**config.mk**
```make
export PLATFORM = sky130hd
export DESIGN_NAME = serial_mult_sc
export DESIGN_NICKNAME = d
export VERILOG_FILES = /design/src/rtl/serial_mult_sc.v /design/src/rtl/serial_mult_sc.sv
export SDC_FILE = /design/constraint.sdc
export NUM_CORES = 1
export LEC_CHECK = 0
export BUFFER_PORTS_ARGS = -buffer_cell sky130_fd_sc_hd__buf_2
export CAP_MARGIN = 20
export CELL_PAD_IN_SITES_DETAIL_PLACEMENT = 2
export CELL_PAD_IN_SITES_GLOBAL_PLACEMENT = 2
export CORE_MARGIN = 5
export CORE_UTILIZATION = 35
export CTS_CLUSTER_DIAMETER = 40
export CTS_CLUSTER_SIZE = 14
export DETAILED_ROUTE_END_ITERATION = 7
export GPL_ROUTABILITY_DRIVEN = 0
export PLACE_DENSITY = 0.88
export SLEW_MARGIN = 25
export SYNTH_ARGS = -nofsm -noshare
export SYNTH_HDL_FRONTEND = slang
export SYNTH_SLANG_ARGS = --single-unit
```
**constraint.sdc**
```tcl
create_clock -name clk_i -period 12.1 [get_ports clk_i]
set_clock_uncertainty 0.2 [all_clocks]
set_input_delay 0.605 -clock clk_i [delete_from_list [all_inputs] [get_ports clk_i]]
set_output_delay 0.605 -clock clk_i [all_outputs]
set_load 0.02 [all_outputs]
```
**src/rtl/serial_mult_sc.v**
```verilog

```
**src/rtl/serial_mult_sc.sv**
```systemverilog
// ---------------------------------------------------------------------------
// serial_mult_sc
//   Radix-2 shift-add multiplier for RISC-V MUL / MULH / MULHSU / MULHU.
//   One product bit is retired per cycle, so a normal operation takes WIDTH
//   iterations regardless of the operand values. A zero-operand shortcut
//   exists, but it is taken only when both operand labels are clear. Secret
//   operands therefore always see the full, data-independent latency.
//
//   Handshakes (shared with the serial divider):
//     Issue:  an operation is taken on a rising edge where the block is IDLE,
//             in_vld_i=1 and flush_i=0. in_rdy_o is high only in IDLE while
//             in_vld_i is low.
//     Result: res_o/id_o/res_label_o are valid while out_vld_o=1. They stay
//             stable until a rising edge with out_rdy_i=1 consumes them.
//     flush_i overrides both: it masks in_rdy_o and out_vld_o. The block
//             then returns to IDLE on the next edge without loading anything.
//
// Ports:
//   clk_i, rst_ni         clock, asynchronous active-low reset
//   id_i / id_o           transaction ID in / ID of the current result
//   op_a_i, op_b_i        multiplicand (rs1), multiplier (rs2)
//   opcode_i              0 MUL, 1 MULH, 2 MULHSU, 3 MULHU
//   in_vld_i, in_rdy_o    issue handshake
//   flush_i               abandon the current operation
//   out_vld_o, out_rdy_i  result handshake
//   res_o                 selected half of the signed-corrected product
//   op_a_label_i,
//   op_b_label_i          security labels of the operands (1 = secret)
//   res_label_o           label of res_o (OR of the operand labels)
//   state_o               current FSM state (0 IDLE, 1 MULT, 2 FINISH)
// ---------------------------------------------------------------------------
module serial_mult_sc #(
   parameter int WIDTH         = 64,
   parameter int TRANS_ID_BITS = 3
) (
   input  logic                     clk_i,
   input  logic                     rst_ni,
   input  logic [TRANS_ID_BITS-1:0] id_i,
   input  logic [WIDTH-1:0]         op_a_i,
   input  logic [WIDTH-1:0]         op_b_i,
   input  logic [1:0]               opcode_i,
   input  logic                     in_vld_i,
   output logic                     in_rdy_o,
   input  logic                     flush_i,
   output logic                     out_vld_o,
   input  logic                     out_rdy_i,
   output logic [TRANS_ID_BITS-1:0] id_o,
   output logic [WIDTH-1:0]         res_o,
   input  logic                     op_a_label_i,
   input  logic                     op_b_label_i,
   output logic                     res_label_o,
   output logic [1:0]               state_o
);

   localparam int CNT_W = (WIDTH > 1) ? $clog2(WIDTH) : 1;

   typedef enum logic [1:0] {
      IDLE   = 2'd0,
      MULT   = 2'd1,
      FINISH = 2'd2
   } state_e;

   state_e                   state_q;
   logic [TRANS_ID_BITS-1:0] id_q;
   logic                     a_label_q;
   logic                     b_label_q;
   logic [1:0]               opcode_q;
   logic                     neg_q;
   logic                     fast_zero_q;
   logic [WIDTH-1:0]         mcand_q;
   logic [WIDTH-1:0]         mplier_q;
   logic [2*WIDTH-1:0]       prod_q;
   logic [CNT_W-1:0]         cnt_q;

   // Operand preparation for the load edge.
   logic                     sign_a;
   logic                     sign_b;
   logic [WIDTH-1:0]         abs_a;
   logic [WIDTH-1:0]         abs_b;
   logic                     accept;

   // Only the operands that this opcode treats as signed contribute a sign.
   assign sign_a = op_a_i[WIDTH-1] & ((opcode_i == 2'd1) | (opcode_i == 2'd2));
   assign sign_b = op_b_i[WIDTH-1] & (opcode_i == 2'd1);
   // Unsigned negation maps the most negative value onto 2^(WIDTH-1), which
   // still fits in WIDTH unsigned bits.
   assign abs_a  = sign_a ? (~op_a_i + WIDTH'(1)) : op_a_i;
   assign abs_b  = sign_b ? (~op_b_i + WIDTH'(1)) : op_b_i;
   assign accept = (state_q == IDLE) & in_vld_i & ~flush_i;

   // One shift-add step. The sum keeps the carry so the shifted upper half
   // stays exact.
   logic [WIDTH:0] step_sum;
   assign step_sum = {1'b0, prod_q[2*WIDTH-1:WIDTH]}
                   + (mplier_q[0] ? {1'b0, mcand_q} : {(WIDTH+1){1'b0}});

   always_ff @(posedge clk_i or negedge rst_ni) begin
      if (!rst_ni) begin
         state_q     <= IDLE;
         id_q        <= '0;
         a_label_q   <= 1'b0;
         b_label_q   <= 1'b0;
         opcode_q    <= 2'd0;
         neg_q       <= 1'b0;
         fast_zero_q <= 1'b0;
         mcand_q     <= '0;
         mplier_q    <= '0;
         prod_q      <= '0;
         cnt_q       <= '0;
      end else if (flush_i) begin
         // Datapath contents are left stale. Nothing reads them until the
         // next load overwrites them.
         state_q <= IDLE;
      end else begin
         case (state_q)
            IDLE: begin
               if (accept) begin
                  id_q        <= id_i;
                  a_label_q   <= op_a_label_i;
                  b_label_q   <= op_b_label_i;
                  opcode_q    <= opcode_i;
                  neg_q       <= sign_a ^ sign_b;
                  mcand_q     <= abs_a;
                  mplier_q    <= abs_b;
                  prod_q      <= '0;
                  cnt_q       <= CNT_W'(WIDTH-1);
                  // The shortcut is permitted only for public operands.
                  fast_zero_q <= ((abs_a == '0) | (abs_b == '0))
                               & ~(op_a_label_i | op_b_label_i);
                  state_q     <= MULT;
               end
            end
            MULT: begin
               if (fast_zero_q) begin
                  // The result (zero) is already presented in this cycle.
                  state_q <= out_rdy_i ? IDLE : FINISH;
               end else begin
                  prod_q   <= {step_sum, prod_q[WIDTH-1:1]};
                  mplier_q <= mplier_q >> 1;
                  cnt_q    <= cnt_q - CNT_W'(1);
                  if (cnt_q == '0) begin
                     state_q <= FINISH;
                  end
               end
            end
            FINISH: begin
               if (out_rdy_i) begin
                  state_q <= IDLE;
               end
            end
            default: state_q <= IDLE;
         endcase
      end
   end

   // Result formation from registered state only.
   logic [2*WIDTH-1:0] prod_signed;
   assign prod_signed = neg_q ? (~prod_q + (2*WIDTH)'(1)) : prod_q;

   assign res_o       = (opcode_q == 2'd0) ? prod_signed[WIDTH-1:0]
                                           : prod_signed[2*WIDTH-1:WIDTH];
   assign id_o        = id_q;
   assign res_label_o = a_label_q | b_label_q;
   assign in_rdy_o    = (state_q == IDLE) & ~in_vld_i & ~flush_i;
   assign out_vld_o   = ~flush_i & ((state_q == FINISH)
                                  | ((state_q == MULT) & fast_zero_q));
   assign state_o     = state_q;

endmodule

```
==> summary.txt <==
Route
  • Total Routed Length: 111 mm
  • Drt first-iter violations: 1797
  • Via count: 24172
  • Routed wire per std cell: 29.2 um
  • Final ANT Viol Nets: 0
  • 1st-pass router iterations: 5
  • DRC: 0
  • Vias/cell: 6.36

STA
  • Final setup violation count: 0
  • Fin. Hold Viols: 0
  • Highest clock rate: 162 MHz
  • Worst-margin pin slew: 1.08 ns
  • Tcrit/Tclk final: 50.9%
  • Setup TNS: 0 ns
  • Pins Over Slew Limit: 0
  • Fin crit period: 6.16 ns
  • Unrepaired setup endpoints after global routing: no
  • Relative slew slack: 27.5%

Global routing
  • Total GRT Usage: 31.7%
  • Total grt overflow: 0
  • Largest net degree at the start of global routing: 109
  • Vias in the first global route: 26579
  • Antenna violations before repair: 8
  • First-pass GRT wire length: 170 mm

Cells and area
  • Final std cells w/o fill: 3803
  • Most frequent cells in the layout: 387 x nand2_1, 329 x o21ai_0, 272 x dfrtp_1
  • Area Overhead vs Synth: 18.3%
  • # nets final: 3123
  • Final core area utilization: 41.9%
  • Fraction of layout cells with a size suffix above 1: 13.5%
  • Most common cell after layout, fill and taps aside: nand2_1

Pwr
  • Lkg Pwr: 11.4 nW
  • Max IR drop VDD: 0.000144 V
  • PwrDens: 234 nW/um^2
  • Sw Pwr: 0.00293 W
  • Clock power frac: 30.4%
  • Logic pwr share: 44.6%
  • P_int: 0.00316 W
  • Flop pwr share: 24.9%
  • Sw frac: 48.1%

Placement
  • IO Port Bufs: 211
  • Cells after DPL: 3681
  • HPWL Detailed: 72.7 mm

Die
  • Area of the die: 67900 sq um
  • Die Ht: 260 um
  • Ports: 212
  • Die width: 260 um
  • Starting density of the core: 35.5%
  • Core area: 61900 sq um
  • Cell Rows: 91

CTS
  • Clock Latency Late Sink: 0.66 ns
  • Number of CTS-inserted buffers: 58
  • Clock transition at path regs: 0.06 ns
  • Post-CTS resize count: 0
  • Longest Clk Path Bufs: 3
  • H-tree levels: 2
  • Number of buffers added for setup after CTS: 0
  • CTS tree: built
  • CTS Hold Buffers Added: 6
  • CTS sink cnt: 273
  • Root Driver: clkbuf_16

Synth
  • Main combinational cell family by area after synthesis: compound AO/OA/AOI/OAI gates
  • Syn_area_per_cell: 7.90 sq um
  • Predominant post-synthesis flop cell: dfrtp_1
  • Ys Warns: 0
  • Simple-gate share of the synthesized area: 22.6%
  • Syn nets: 2994
  • Yosys cell types: 80
  • EDFF count, synth: 0
  • Synth Register Bits: 273
  • Post-Synth XOR/XNOR Area: 12.4%
  • Adder-Cell Fraction of Synth Area: 4.19%
  • Post-synthesis mux area share: 0.849%
  • Post-synthesis compound-gate area fraction: 25.1%
  • Post-Syn Instances: 2781
  • Sequential share of the synthesized area: 31.1%
  • Syn Std Cell Area: 22000 sq um
  • Asr flop ratio synth: 100%

Critical path
  • CP Capture Type: output port
  • Largest stage delay, worst path: 0.76 ns
  • Critical Path RT: 11.30 ns
  • Worst setup path class: reg2out
  • Crit-path cells: or4_1, nor4_1, nand4_1, nor3_2, nand4_2, or4_1, o41ai_4, xor2_1, a21oi_1, buf_2
  • Cell mode on critical path: or4_1
  • Cells on worst reg2reg path: 13
  • Slowest cell on the critical path: or4_1
  • CP Data Arrival Time: 5.36 ns
  • CP max FO: 8
  • CP Launch Type: flip-flop

Min path
  • Tightest Hold Check Type: in2reg
  • Min-Delay Path Depth: 3

Flow run
  • Max-cap violations: 0

Outcome
  • Status: finished clean
==> flip-flops by register name (all words and copies together) (netlist names) <==
name / cells
b_label_q: 1
opcode_q: 2
fast_zero_q: 1
state_o: 2
cnt_q: 6
id_o: 3
prod_q: 128
mplier_q: 64
mcand_q: 64
a_label_q: 1
neg_q: 1
==> stage by stage <==
| step | total power, W | hold slack (ns) | setup slack (ns) | area [sq um] |
|---|---|---|---|---|
| final | 0.00609 | 0.0201 | 5.94 | 26000 |
| after global routing | 0.00632 | 0.0133 | 5.69 | 26000 |
| after CTS | 0.00602 | 0.00736 | 6.01 | 25900 |
| after detailed placement | 0.00399 | 0.261 | 6.73 | 23700 |
| after global placement | 0.00382 | 0.249 | 6.99 | 23700 |
| after floorplan | 0.00297 | 0.109 | 7.59 | 22000 |
==> cells by family (layout without fill, tap and decap cells) <==
group,after synthesis,after routing
compound gates,868,868
xor+xnor,310,310
fa+ha+maj,73,73
buf+inv,217,396
flops,273,273
mux,18,18
other cells,0,6
simple gates,1022,1022
==> power groups by stage <==
stage / sequential (W) / clock [W] / combinational, W
2_1_floorplan: 0.00132 / 0 / 0.00165
3_3_place_gp: 0.00145 / 0 / 0.00237
3_5_place_dp: 0.00148 / 0 / 0.00251
4_1_cts: 0.00149 / 0.00186 / 0.00266
5_1_grt: 0.00153 / 0.00191 / 0.00288
6_report: 0.00152 / 0.00185 / 0.00272
==> worst max-delay path, delay by kind of cell, from the launching register on <==
kind	cells	cell delay (ns)
and+or+nand+nor	6	3.17
buffers and inverters	1	0.23
DFF	1	0.44
AOI/OAI and AO/OA	2	0.70
xor gates and xnor gates	1	0.15
==> final cells by class <==
| class | instances | area [sq um] |
|---|---|---|
| Antenna cell | 6 | 15.0 |
| Sequential cell | 273 | 6840 |
| Inverter | 42 | 158 |
| Tap cell | 837 | 1050 |
| Clock inverter | 43 | 648 |
| Fill cell | 6983 | 36000 |
| Multi-Input combinational cell | 2291 | 14400 |
| Timing Repair Buffer | 244 | 1340 |
| Clock buffer | 67 | 1580 |
==> routing by layer <==
metal,routed length [um],track usage (%)
met5,27,0
met3,7300,5.53
met2,54300,55.0
met4,5660,13.9
met1,43800,38.5
==> synthesized netlist by cell type, types with 12 or more instances <==
master    number  area share [%]
a21o_1        54             1.8
a21oi_1      158             3.6
a22o_1        71             2.8
a22oi_1       33             1.1
a31oi_1       32            0.91
and2_1        72             2.1
and3_1        15            0.43
buf_1         14            0.24
clkbuf_1     159             2.7
dfrtp_1      273              31
ha_1          72             4.1
inv_1         42            0.72
mux2i_1       13            0.59
nand2_1      388             6.6
nand2b_1      20            0.57
nand3_1       46             1.0
nand4_1       36             1.0
nor2_1       187             3.2
nor2b_1       12            0.34
nor3_1        71             1.6
nor4_1        46             1.3
o21a_1        16            0.55
o21ai_0      330             7.5
o21bai_1      12            0.41
o31ai_1       54             1.8
o41ai_1       31             1.2
or2_2         18            0.51
or3_1         46             1.3
or4_1         31             1.1
xnor2_1      169             6.7
xor2_1       141             5.6
==> final timing paths <==
kind / to / slack [ns] / startpoint
max in group asynchronous: prod_q[53]$_DFFE_PN0P_ / 10.06 / rst_ni
worst max register to register: prod_q[120]$_DFFE_PN0P_ / 6.43 / mplier_q[0]$_DFFE_PN0P_
worst min register to register: mcand_q[7]$_DFFE_PN0P_ / 0.29 / mcand_q[7]$_DFFE_PN0P_
worst min-delay path: id_o[1]$_DFFE_PN0P_ / 0.02 / id_i[1]
min in group asynchronous: prod_q[98]$_DFFE_PN0P_ / 0.34 / rst_ni
worst max-delay path: res_o[51] / 5.94 / prod_q[5]$_DFFE_PN0P_
Note: power is estimated with default switching activity, not from simulation.
